## src/rtl/state_machine_pkg.sv

```systemverilog
// Shared types and default sizing for the single-shot duration timer FSM.
package state_machine_pkg;

    typedef enum logic [1:0] {
        IDLE   = 2'd0,
        ACTIVE = 2'd1,
        ABORT  = 2'd2,
        FINISH = 2'd3
    } state_t;

    localparam int DURATION_DEF = 100;
    localparam int CNT_W_DEF    = 7;

endpackage

```

## src/rtl/state_machine.sv

```systemverilog
// Single-shot duration timer: go starts a DURATION-cycle run ending in a one-cycle
// done pulse; kill aborts and holds in ABORT until released.
module state_machine
    import state_machine_pkg::*;
#(
    parameter int DURATION = DURATION_DEF,
    parameter int CNT_W    = CNT_W_DEF
) (
    input  logic clk,
    input  logic rst,
    input  logic go,
    input  logic kill,
    output logic done
);

    localparam logic [CNT_W-1:0] CNT_LAST = CNT_W'(DURATION - 1);

    state_t             current_state;
    state_t             next_state_d;
    logic [CNT_W-1:0]   duration_cnt;
    logic [CNT_W-1:0]   duration_cnt_d;

    always_ff @(posedge clk or posedge rst) begin
        if (rst) begin
            current_state <= IDLE;
            duration_cnt  <= '0;
        end else begin
            current_state <= next_state_d;
            duration_cnt  <= duration_cnt_d;
        end
    end

    // Counter advances only while ACTIVE and below terminal count, so it never wraps.
    always_comb begin
        next_state_d   = current_state;
        duration_cnt_d = '0;
        case (current_state)
            IDLE: begin
                if (go) next_state_d = ACTIVE;
            end
            ACTIVE: begin
                if (kill) begin
                    next_state_d = ABORT;
                end else if (duration_cnt == CNT_LAST) begin
                    next_state_d   = FINISH;
                    duration_cnt_d = duration_cnt;
                end else begin
                    duration_cnt_d = duration_cnt + 1'b1;
                end
            end
            ABORT: begin
                if (!kill) next_state_d = IDLE;
            end
            FINISH: begin
                next_state_d = IDLE;
            end
            default: begin
                next_state_d = IDLE;
            end
        endcase
    end

    always_comb begin
        done = (current_state == FINISH);
    end

endmodule

```

## config.mk

```make
export PLATFORM = sky130hd
export DESIGN_NAME = state_machine
export DESIGN_NICKNAME = d
export VERILOG_FILES = /design/src/rtl/state_machine_pkg.sv /design/src/rtl/state_machine.sv
export SDC_FILE = /design/constraint.sdc
export NUM_CORES = 1
export LEC_CHECK = 0
export BUFFER_PORTS_ARGS = -buffer_cell sky130_fd_sc_hd__buf_4
export CAP_MARGIN = 25
export CORE_AREA = 2 2 39 41
export CTS_CLUSTER_SIZE = 30
export DETAILED_ROUTE_END_ITERATION = 16
export DIE_AREA = 0 0 41 43
export PLACE_DENSITY = 0.55
export SYNTH_ARGS = -nofsm -noshare
export SYNTH_HDL_FRONTEND = slang
export SYNTH_SLANG_ARGS = --single-unit
```

## constraint.sdc

```tcl
create_clock -name clk -period 2.34 [get_ports clk]
set_clock_uncertainty 0.15 [all_clocks]
set_input_delay 0.351 -clock clk [delete_from_list [all_inputs] [get_ports clk]]
set_output_delay 0.351 -clock clk [all_outputs]
set_load 0.005 [all_outputs]
```

# After elaboration in Yosys (flattened, before gate mapping)
# Index checks and enable logic that the tools add are counted.
[word_totals]
regBits = 9
latchBits = 0
ram_bits = 0
rom_bits = 0
in_bits = 4
wordCells = 21
memories = 0
[op_classes]
n_addsub = 1
multipliers = 0
n_div = 0
magnitude_cmp = 0
eq_ne = 8
n_shift = 0
n_mux = 8
bitwise = 0
n_reduce_logical = 2
[op_table]
columns = ["cell", "count"]
rows = [
  ["7-bit 2-to-1 mux", 3],
  ["2-bit 2-to-1 mux", 4],
  ["2-bit case mux with 4 select lines", 1],
  ["7-bit by 1-bit adder with 7-bit output, second input constant", 1],
  ["7-bit == test, second input constant", 1],
  ["3-bit != test, second input constant", 2],
  ["2-bit == test, second input constant", 2],
  ["2-bit != test, second input constant", 2],
  ["3-bit AND reduction", 1],
  ["2-bit by 1-bit == test with 1-bit output, second input constant", 1],
  ["2-bit zero test", 1],
]

# Longest topological paths before layout
# Gate-level depths: netlist of run 1.
[logic_depth]
depth_word = 4
mapped_depth = 4

# Least setup slack after synthesis of run 1
# Ideal clock, no wire load.
[synth_timing]
path_type = "register -> register"
from = "register duration_cnt[0]"
to = "register duration_cnt[6]"
arrival_time_ps = 1146
required_ps = 2112
setup_slack_ps = 967
path_stages_with_launch = 5
n_path_buf = 0
synth_period_minus_slack_ps = 1373
path_cell_list = "dfrtp_1 ha_1 nand3_1 or3_1 a21oi_1"
[synth_via]
elab_chain_len = 4
elab_cells_between_ends = 6
cone_classes = "1 x add/sub; 2 x eq/ne; 3 x mux"
[synth_lines]
columns = ["item", "line", "rtl"]
rows = [
  ["start: declaration", "state_machine.sv:20", "logic [CNT_W-1:0] duration_cnt;"],
  ["start signal: assignment", "state_machine.sv:29", "duration_cnt <= duration_cnt_d;"],
  ["7-bit by 1-bit adder with 7-bit output", "state_machine.sv:48", "duration_cnt_d = duration_cnt + 1'b1;"],
  ["7-bit 2-to-1 mux", "state_machine.sv:44", "end else if (duration_cnt == CNT_LAST) begin"],
  ["7-bit 2-to-1 mux", "state_machine.sv:42", "if (kill) begin"],
  ["7-bit 2-to-1 mux", "state_machine.sv:37", "case (current_state)"],
]
# Several ways; a longest one is shown, not always the timed one. The select of a mux whose other input is x is not followed.
# A chain may end at the register's enable or synchronous reset.

# Worst setup path after layout of run 1
[layout_timing]
from = "register current_state[1]"
to = "output port done"
[layout_via]
elab_chain_len = 1
[layout_lines]
columns = ["item", "line", "rtl"]
rows = [
  ["start: declaration", "state_machine.sv:18", "state_t current_state;"],
  ["start signal: assignment", "state_machine.sv:28", "current_state <= next_state_d;"],
  ["2-bit == test", "state_machine.sv:64", "done = (current_state == FINISH);"],
  ["end: declaration", "state_machine.sv:13", "output logic done"],
]
# Every way passes these cells.

==> results of run 1 <==
[synthesized netlist by cell type, types with 2 or more instances]
cell	instances	area, um^2
nand2b_1	2	12.51
o21ai_0	3	15.01
nor2_1	3	11.26
or3_1	2	12.51
nand3_1	3	15.01
xor2_1	2	17.52
dfrtp_1	9	225.2
a21oi_1	4	20.02
and2_1	2	12.51
inv_1	2	7.510
nand2_1	4	15.01
[metrics by stage]
step                      total power [W]  hold slack [ns]  cells  setup slack [ns]
after floorplan                 0.0002169          0.02892     46            0.9665
after global placement          0.0002365           0.2012     66            0.9193
after detailed placement        0.0002351           0.1993     66            0.9063
after CTS                       0.0003623           0.1717     71            0.8535
after global routing            0.0003830           0.2059     71            0.8046
final                           0.0003597           0.1669     71            0.8581
[power by group]
group / switching, W / leakage [nW] / total (W) / internal, W
registers: 0.0000150 / 0.122 / 0.000184 / 0.000169
logic: 0.0000230 / 0.101 / 0.0000491 / 0.0000261
clock network: 0.0000608 / 0.0150 / 0.000127 / 0.0000661
[registers in the layout (all words and copies together) (netlist names)]
register	count
duration_cnt	7
current_state	2
[cells by family after synthesis]
| kind of cell | synth area share |
|---|---|
| AND/OR/NAND/NOR | 0.2663 |
| AO/OA/AOI/OAI | 0.1223 |
| flip-flops | 0.4891 |
| XOR/XNOR | 0.05708 |
| buffers and inverters | 0.01631 |
| multiplexers | 0.02174 |
| adder cells (fa/ha/maj) | 0.02717 |
[final timing paths]
| path | to | depth (start not counted) | slack [ns] | from |
|---|---|---|---|---|
| max in group asynchronous | duration_cnt[0] | 3 | 1.33 | rst |
| min reg2reg | current_state[0] | 1 | 0.35 | current_state[1] |
| min | current_state[0] | 3 | 0.17 | go |
| min in group asynchronous | current_state[1] | 3 | 0.45 | rst |
| max | done | 2 | 0.86 | current_state[1] |
| max reg2reg | duration_cnt[6] | 4 | 0.89 | duration_cnt[0] |
[worst min-delay path: stages]
cell     delay, ns
buf_4         0.08
mux2i_1       0.05
nor2_1        0.07
[layout make-up]
type                       count  area (um^2)  share of cell area
sequential                     9        225.2              0.4119
inverter                       2        7.507             0.01373
timing repair buffer           5        40.04             0.07323
multi-input combinational     35        227.7              0.4165
clock buffer                   4        26.28             0.04805
tap                           16        20.02             0.03661
[layer usage]
| metal | vias up | part of all wire |
|---|---|---|
| li1 | 180 | - |
| met1 | 161 | 0.49 |
| met2 | 4 | 0.44 |
| met3 | 4 | 0.029 |
| met4 | 0 | 0.038 |
| met5 | - | 0 |
==> flow_metrics.env, run 1 <==
export IMPL_io_buffers=4
export IMPL_grt_use_met3=0.04712
export IMPL_met2_usage=0.1563
export IMPL_async_flop_share=1.000
export IMPL_drt_total_wl_um=806
export IMPL_ctsHoldBuffers=1
export IMPL_synth_edf_count=0
export IMPL_routabilityCongestion=0.6969
export IMPL_root_buffer="clkbuf_4"
export IMPL_met1_usage=0.1767
export IMPL_grt_max_degree=10
export IMPL_wl_per_cell_um=11.35
export IMPL_cp_max_fo=5
export IMPL_detailed_place_area_um2=510.5
export IMPL_dp_hpwl_um=573.8
export IMPL_p_leak_nw=0.2386
export IMPL_cts_resized=0
export IMPL_hold_violations=0
export IMPL_yosys_warnings=0
export IMPL_design_area_um2=546.8
export IMPL_start_util=0.3327
export IMPL_clock_fmax_mhz=674.8
export IMPL_cp_end_kind="output pin"
export IMPL_track_usage=0.1320
export IMPL_timing_final_crit_share=0.6333
export IMPL_worst_path_buf_inv=1
export IMPL_start_kind="flop"
export IMPL_drv_cap=0
export IMPL_worst_pin_slew_ns=0.3520
export IMPL_max_slew_margin=0.7643
export IMPL_cts_tree="done"
export IMPL_drcViolationCount=0
export IMPL_setup_viol_count_final=0
export IMPL_postCtsSetupRepairBufs=0
export IMPL_cp_arrival_ns=0.98
export IMPL_antennaDiodeCount=0
export IMPL_final_common_cell="dfrtp_1"
export IMPL_ios=5
export IMPL_core_mm2=0.001384
export IMPL_max_vdd_ir_drop_uv=321.9
export IMPL_syn_nets=51
export IMPL_layout_nets=61
export IMPL_avgSynthCellArea_um2=10.01
export IMPL_crit_type="reg -> out"
export IMPL_ant_nets=0
export IMPL_slowest_stage="dfrtp_1"
export IMPL_clock_latency_ns=0.27
export IMPL_clock_path_buffers=2
export IMPL_clkSinkCount=9
export IMPL_drtIter0Drc=3
export IMPL_ys_ff_latch=9
export IMPL_synth_distinct_cells=21
export IMPL_drive_above_1_share=0.1455
export IMPL_fin_crit_ns=1.482
export IMPL_rsz0062_at_grt="no"
export IMPL_grt_pass1_vias=330
export IMPL_die_h_um=43
export IMPL_seq_area_frac_synth=0.4891
export IMPL_tns_ns=0
export IMPL_status="finished clean"
export IMPL_firstDrtPassIters=3
export IMPL_antenna_found_initial=0
export IMPL_via_per_inst=4.915
export IMPL_max_stage_delay_ns=0.42
export IMPL_htree_levels=1
export IMPL_cp_cell_sequence="and2_1, buf_4"
export IMPL_cts_buffers_inserted=3
export IMPL_cp_top_family="flip-flops"
export IMPL_post_route_util=0.3951
export IMPL_final_cell_mix="dfrtp_1 (9), nand2_1 (4), a21oi_1 (4), buf_4 (4)"
export IMPL_slew_violations=0
export IMPL_ys_flop_type="dfrtp_1"
export IMPL_powerDensity_mw_per_mm2=657.9
export IMPL_dieWidth_um=41
export IMPL_min_delay_path_class="in -> reg"
export IMPL_row_count=14
export IMPL_grt_pass1_wl_um=1469
export IMPL_die_area_mm2=0.001763
export IMPL_synth_cells=46
export IMPL_grt_busiest_layer="met1"
export IMPL_cp_required_ns=1.84
export IMPL_grt_overflow_total=0
export IMPL_syn_area_um2=460.4
export IMPL_fillers=135
export IMPL_vias=349
export IMPL_clk_pin_slew_ns=0.06
export IMPL_syn_to_final_growth_pct=18.75
No activity file was read; power rests on OpenSTA's default activity.
==> inputs of run 2 (changes only) <==
==> constraint.sdc (replaced) <==
create_clock -name clk -period 1.6 [get_ports clk]
set_clock_uncertainty 0.15 [all_clocks]
set_input_delay 0.24 -clock clk [delete_from_list [all_inputs] [get_ports clk]]
set_output_delay 0.24 -clock clk [all_outputs]
set_load 0.005 [all_outputs]
==> flow_metrics.env, run 2 (synthesis gave the netlist of run 1 again) <==
export IMPL_die_h_um=43
export IMPL_syn_to_final_growth_pct=18.75
export IMPL_clkPwrFrac=0.348
export IMPL_row_count=14
export IMPL_clock_fmax_mhz=678.7
export IMPL_power_frac_comb=0.136
export IMPL_firstDrtPassIters=4
export IMPL_wl_per_cell_um=11.20
export IMPL_track_usage=0.1289
export IMPL_dp_hpwl_um=580.2
export IMPL_clock_path_buffers=2
export IMPL_final_cell_mix="dfrtp_1 (9), nand2_1 (4), a21oi_1 (4), buf_4 (4)"
export IMPL_fin_crit_ns=1.473
export IMPL_cp_arrival_ns=1.52
export IMPL_largest_reg_flops=7
export IMPL_layout_nets=61
export IMPL_hold_violations=0
export IMPL_design_area_um2=546.8
export IMPL_grt_max_degree=10
export IMPL_grt_overflow_total=0
export IMPL_drt_total_wl_um=795
export IMPL_antennaDiodeCount=0
export IMPL_grt_pass1_wl_um=1442
export IMPL_via_per_inst=4.972
export IMPL_status="finished clean"
export IMPL_grt_pass1_vias=328
export IMPL_cts_tree="done"
export IMPL_routabilityCongestion=0.6967
export IMPL_timing_final_crit_share=0.9208
export IMPL_crit_type="reg -> reg"
export IMPL_cp_cell_sequence="ha_1, nand3_1, or3_1, a21oi_1"
export IMPL_tns_ns=0
export IMPL_clk_pin_slew_ns=0.06
export IMPL_drtIter0Drc=6
export IMPL_p_seq_frac=0.516
export IMPL_htree_levels=1
export IMPL_r2r_slack_ns=0.13
export IMPL_start_util=0.3327
export IMPL_cts_resized=0
export IMPL_die_area_mm2=0.001763
export IMPL_detailed_place_area_um2=510.5
export IMPL_max_slew_margin=0.7683
export IMPL_clkSinkCount=9
export IMPL_start_kind="flop"
export IMPL_drv_cap=0
export IMPL_pre_cts_ws_ns=0.1455
export IMPL_internal_power_w=0.0003814
export IMPL_cp_max_fo=4
export IMPL_top_register="duration_cnt"
export IMPL_vias=353
export IMPL_cts_buffers_inserted=3
export IMPL_ant_nets=0
export IMPL_p_switching_w=0.0001401
export IMPL_io_buffers=4
export IMPL_max_vdd_ir_drop_uv=461.8
export IMPL_dieWidth_um=41
export IMPL_slew_violations=0
export IMPL_min_delay_path_class="in -> reg"
export IMPL_powerDensity_mw_per_mm2=953.8
export IMPL_core_mm2=0.001384
export IMPL_drive_above_1_share=0.1455
export IMPL_drcViolationCount=0
export IMPL_reg_largest_list="duration_cnt x7, current_state x2"
export IMPL_hold_slack_ns=0.05731
export IMPL_postCtsSetupRepairBufs=0
export IMPL_cp_end_kind="flop"
export IMPL_final_common_cell="dfrtp_1"
export IMPL_rsz0062_at_grt="no"
export IMPL_cp_required_ns=1.65
export IMPL_fillers=139
export IMPL_ios=5
export IMPL_timing_final_ws_setup_ns=0.1267
export IMPL_worst_pin_slew_ns=0.3461
export IMPL_max_stage_delay_ns=0.39
export IMPL_p_leak_nw=0.2386
export IMPL_root_buffer="clkbuf_4"
export IMPL_clock_latency_ns=0.27
export IMPL_setup_viol_count_final=0
export IMPL_ctsHoldBuffers=1
export IMPL_swShare=0.2687
export IMPL_antenna_found_initial=0
export IMPL_slowest_stage="dfrtp_1"
[run 2: cell counts in the layout (fill, tap and decap cells not counted)]
No cell type changed its count.
[run 2: area by class of cell]
cell class	count	area (um^2)	share of cell area
inverter	2	7.507	0.01373
tap	16	20.02	0.03661
sequential	9	225.2	0.4119
timing repair buffer	5	40.04	0.07323
multi-input combinational	35	227.7	0.4165
clock buffer	4	26.28	0.04805
[run 2: power by group through the flow]
stage | registers (W) | logic [W] | clock network (W)
3_5_place_dp | 0.000272 | 0.0000716 | 0
5_1_grt | 0.000273 | 0.0000830 | 0.000202
2_1_floorplan | 0.000268 | 0.0000492 | 0
3_3_place_gp | 0.000274 | 0.0000720 | 0
4_1_cts | 0.000268 | 0.0000733 | 0.000184
6_report | 0.000269 | 0.0000709 | 0.000182
[run 2: critical path, delay by kind of cell, from the launching register on]
family,cells,cell delay (ns)
flops,1,0.39
fa+ha+maj,1,0.22
compound gates,1,0.14
simple gates,2,0.50
[run 2: layer usage]
metal,global-route usage,wire (um),vias up
met1,0.1667,381,165
li1,-,-,178
met4,0.1000,36,0
met3,0.04712,31,5
met5,0,0,-
met2,0.1656,347,5
[run 2: worst paths after layout]
check / from / to / cells past startpoint
min in group asynchronous: rst / current_state[0] / 3
setup reg to reg: duration_cnt[0] / duration_cnt[6] / 4
max in group asynchronous: rst / duration_cnt[0] / 3
hold reg to reg: current_state[1] / current_state[0] / 1
setup / recovery: duration_cnt[0] / duration_cnt[6] / 4
hold / removal: go / current_state[0] / 3
[run 2: through the flow]
| stage | utilization | std cells | power [W] |
|---|---|---|---|
| 6_report | 0.3951 | 71 | 0.0005215 |
| 5_1_grt | 0.3951 | 71 | 0.0005582 |
| 4_1_cts | 0.3951 | 71 | 0.0005257 |
| 3_5_place_dp | 0.3689 | 66 | 0.0003436 |
| 3_3_place_gp | 0.3689 | 66 | 0.0003459 |
| 2_1_floorplan | - | 46 | 0.0003172 |
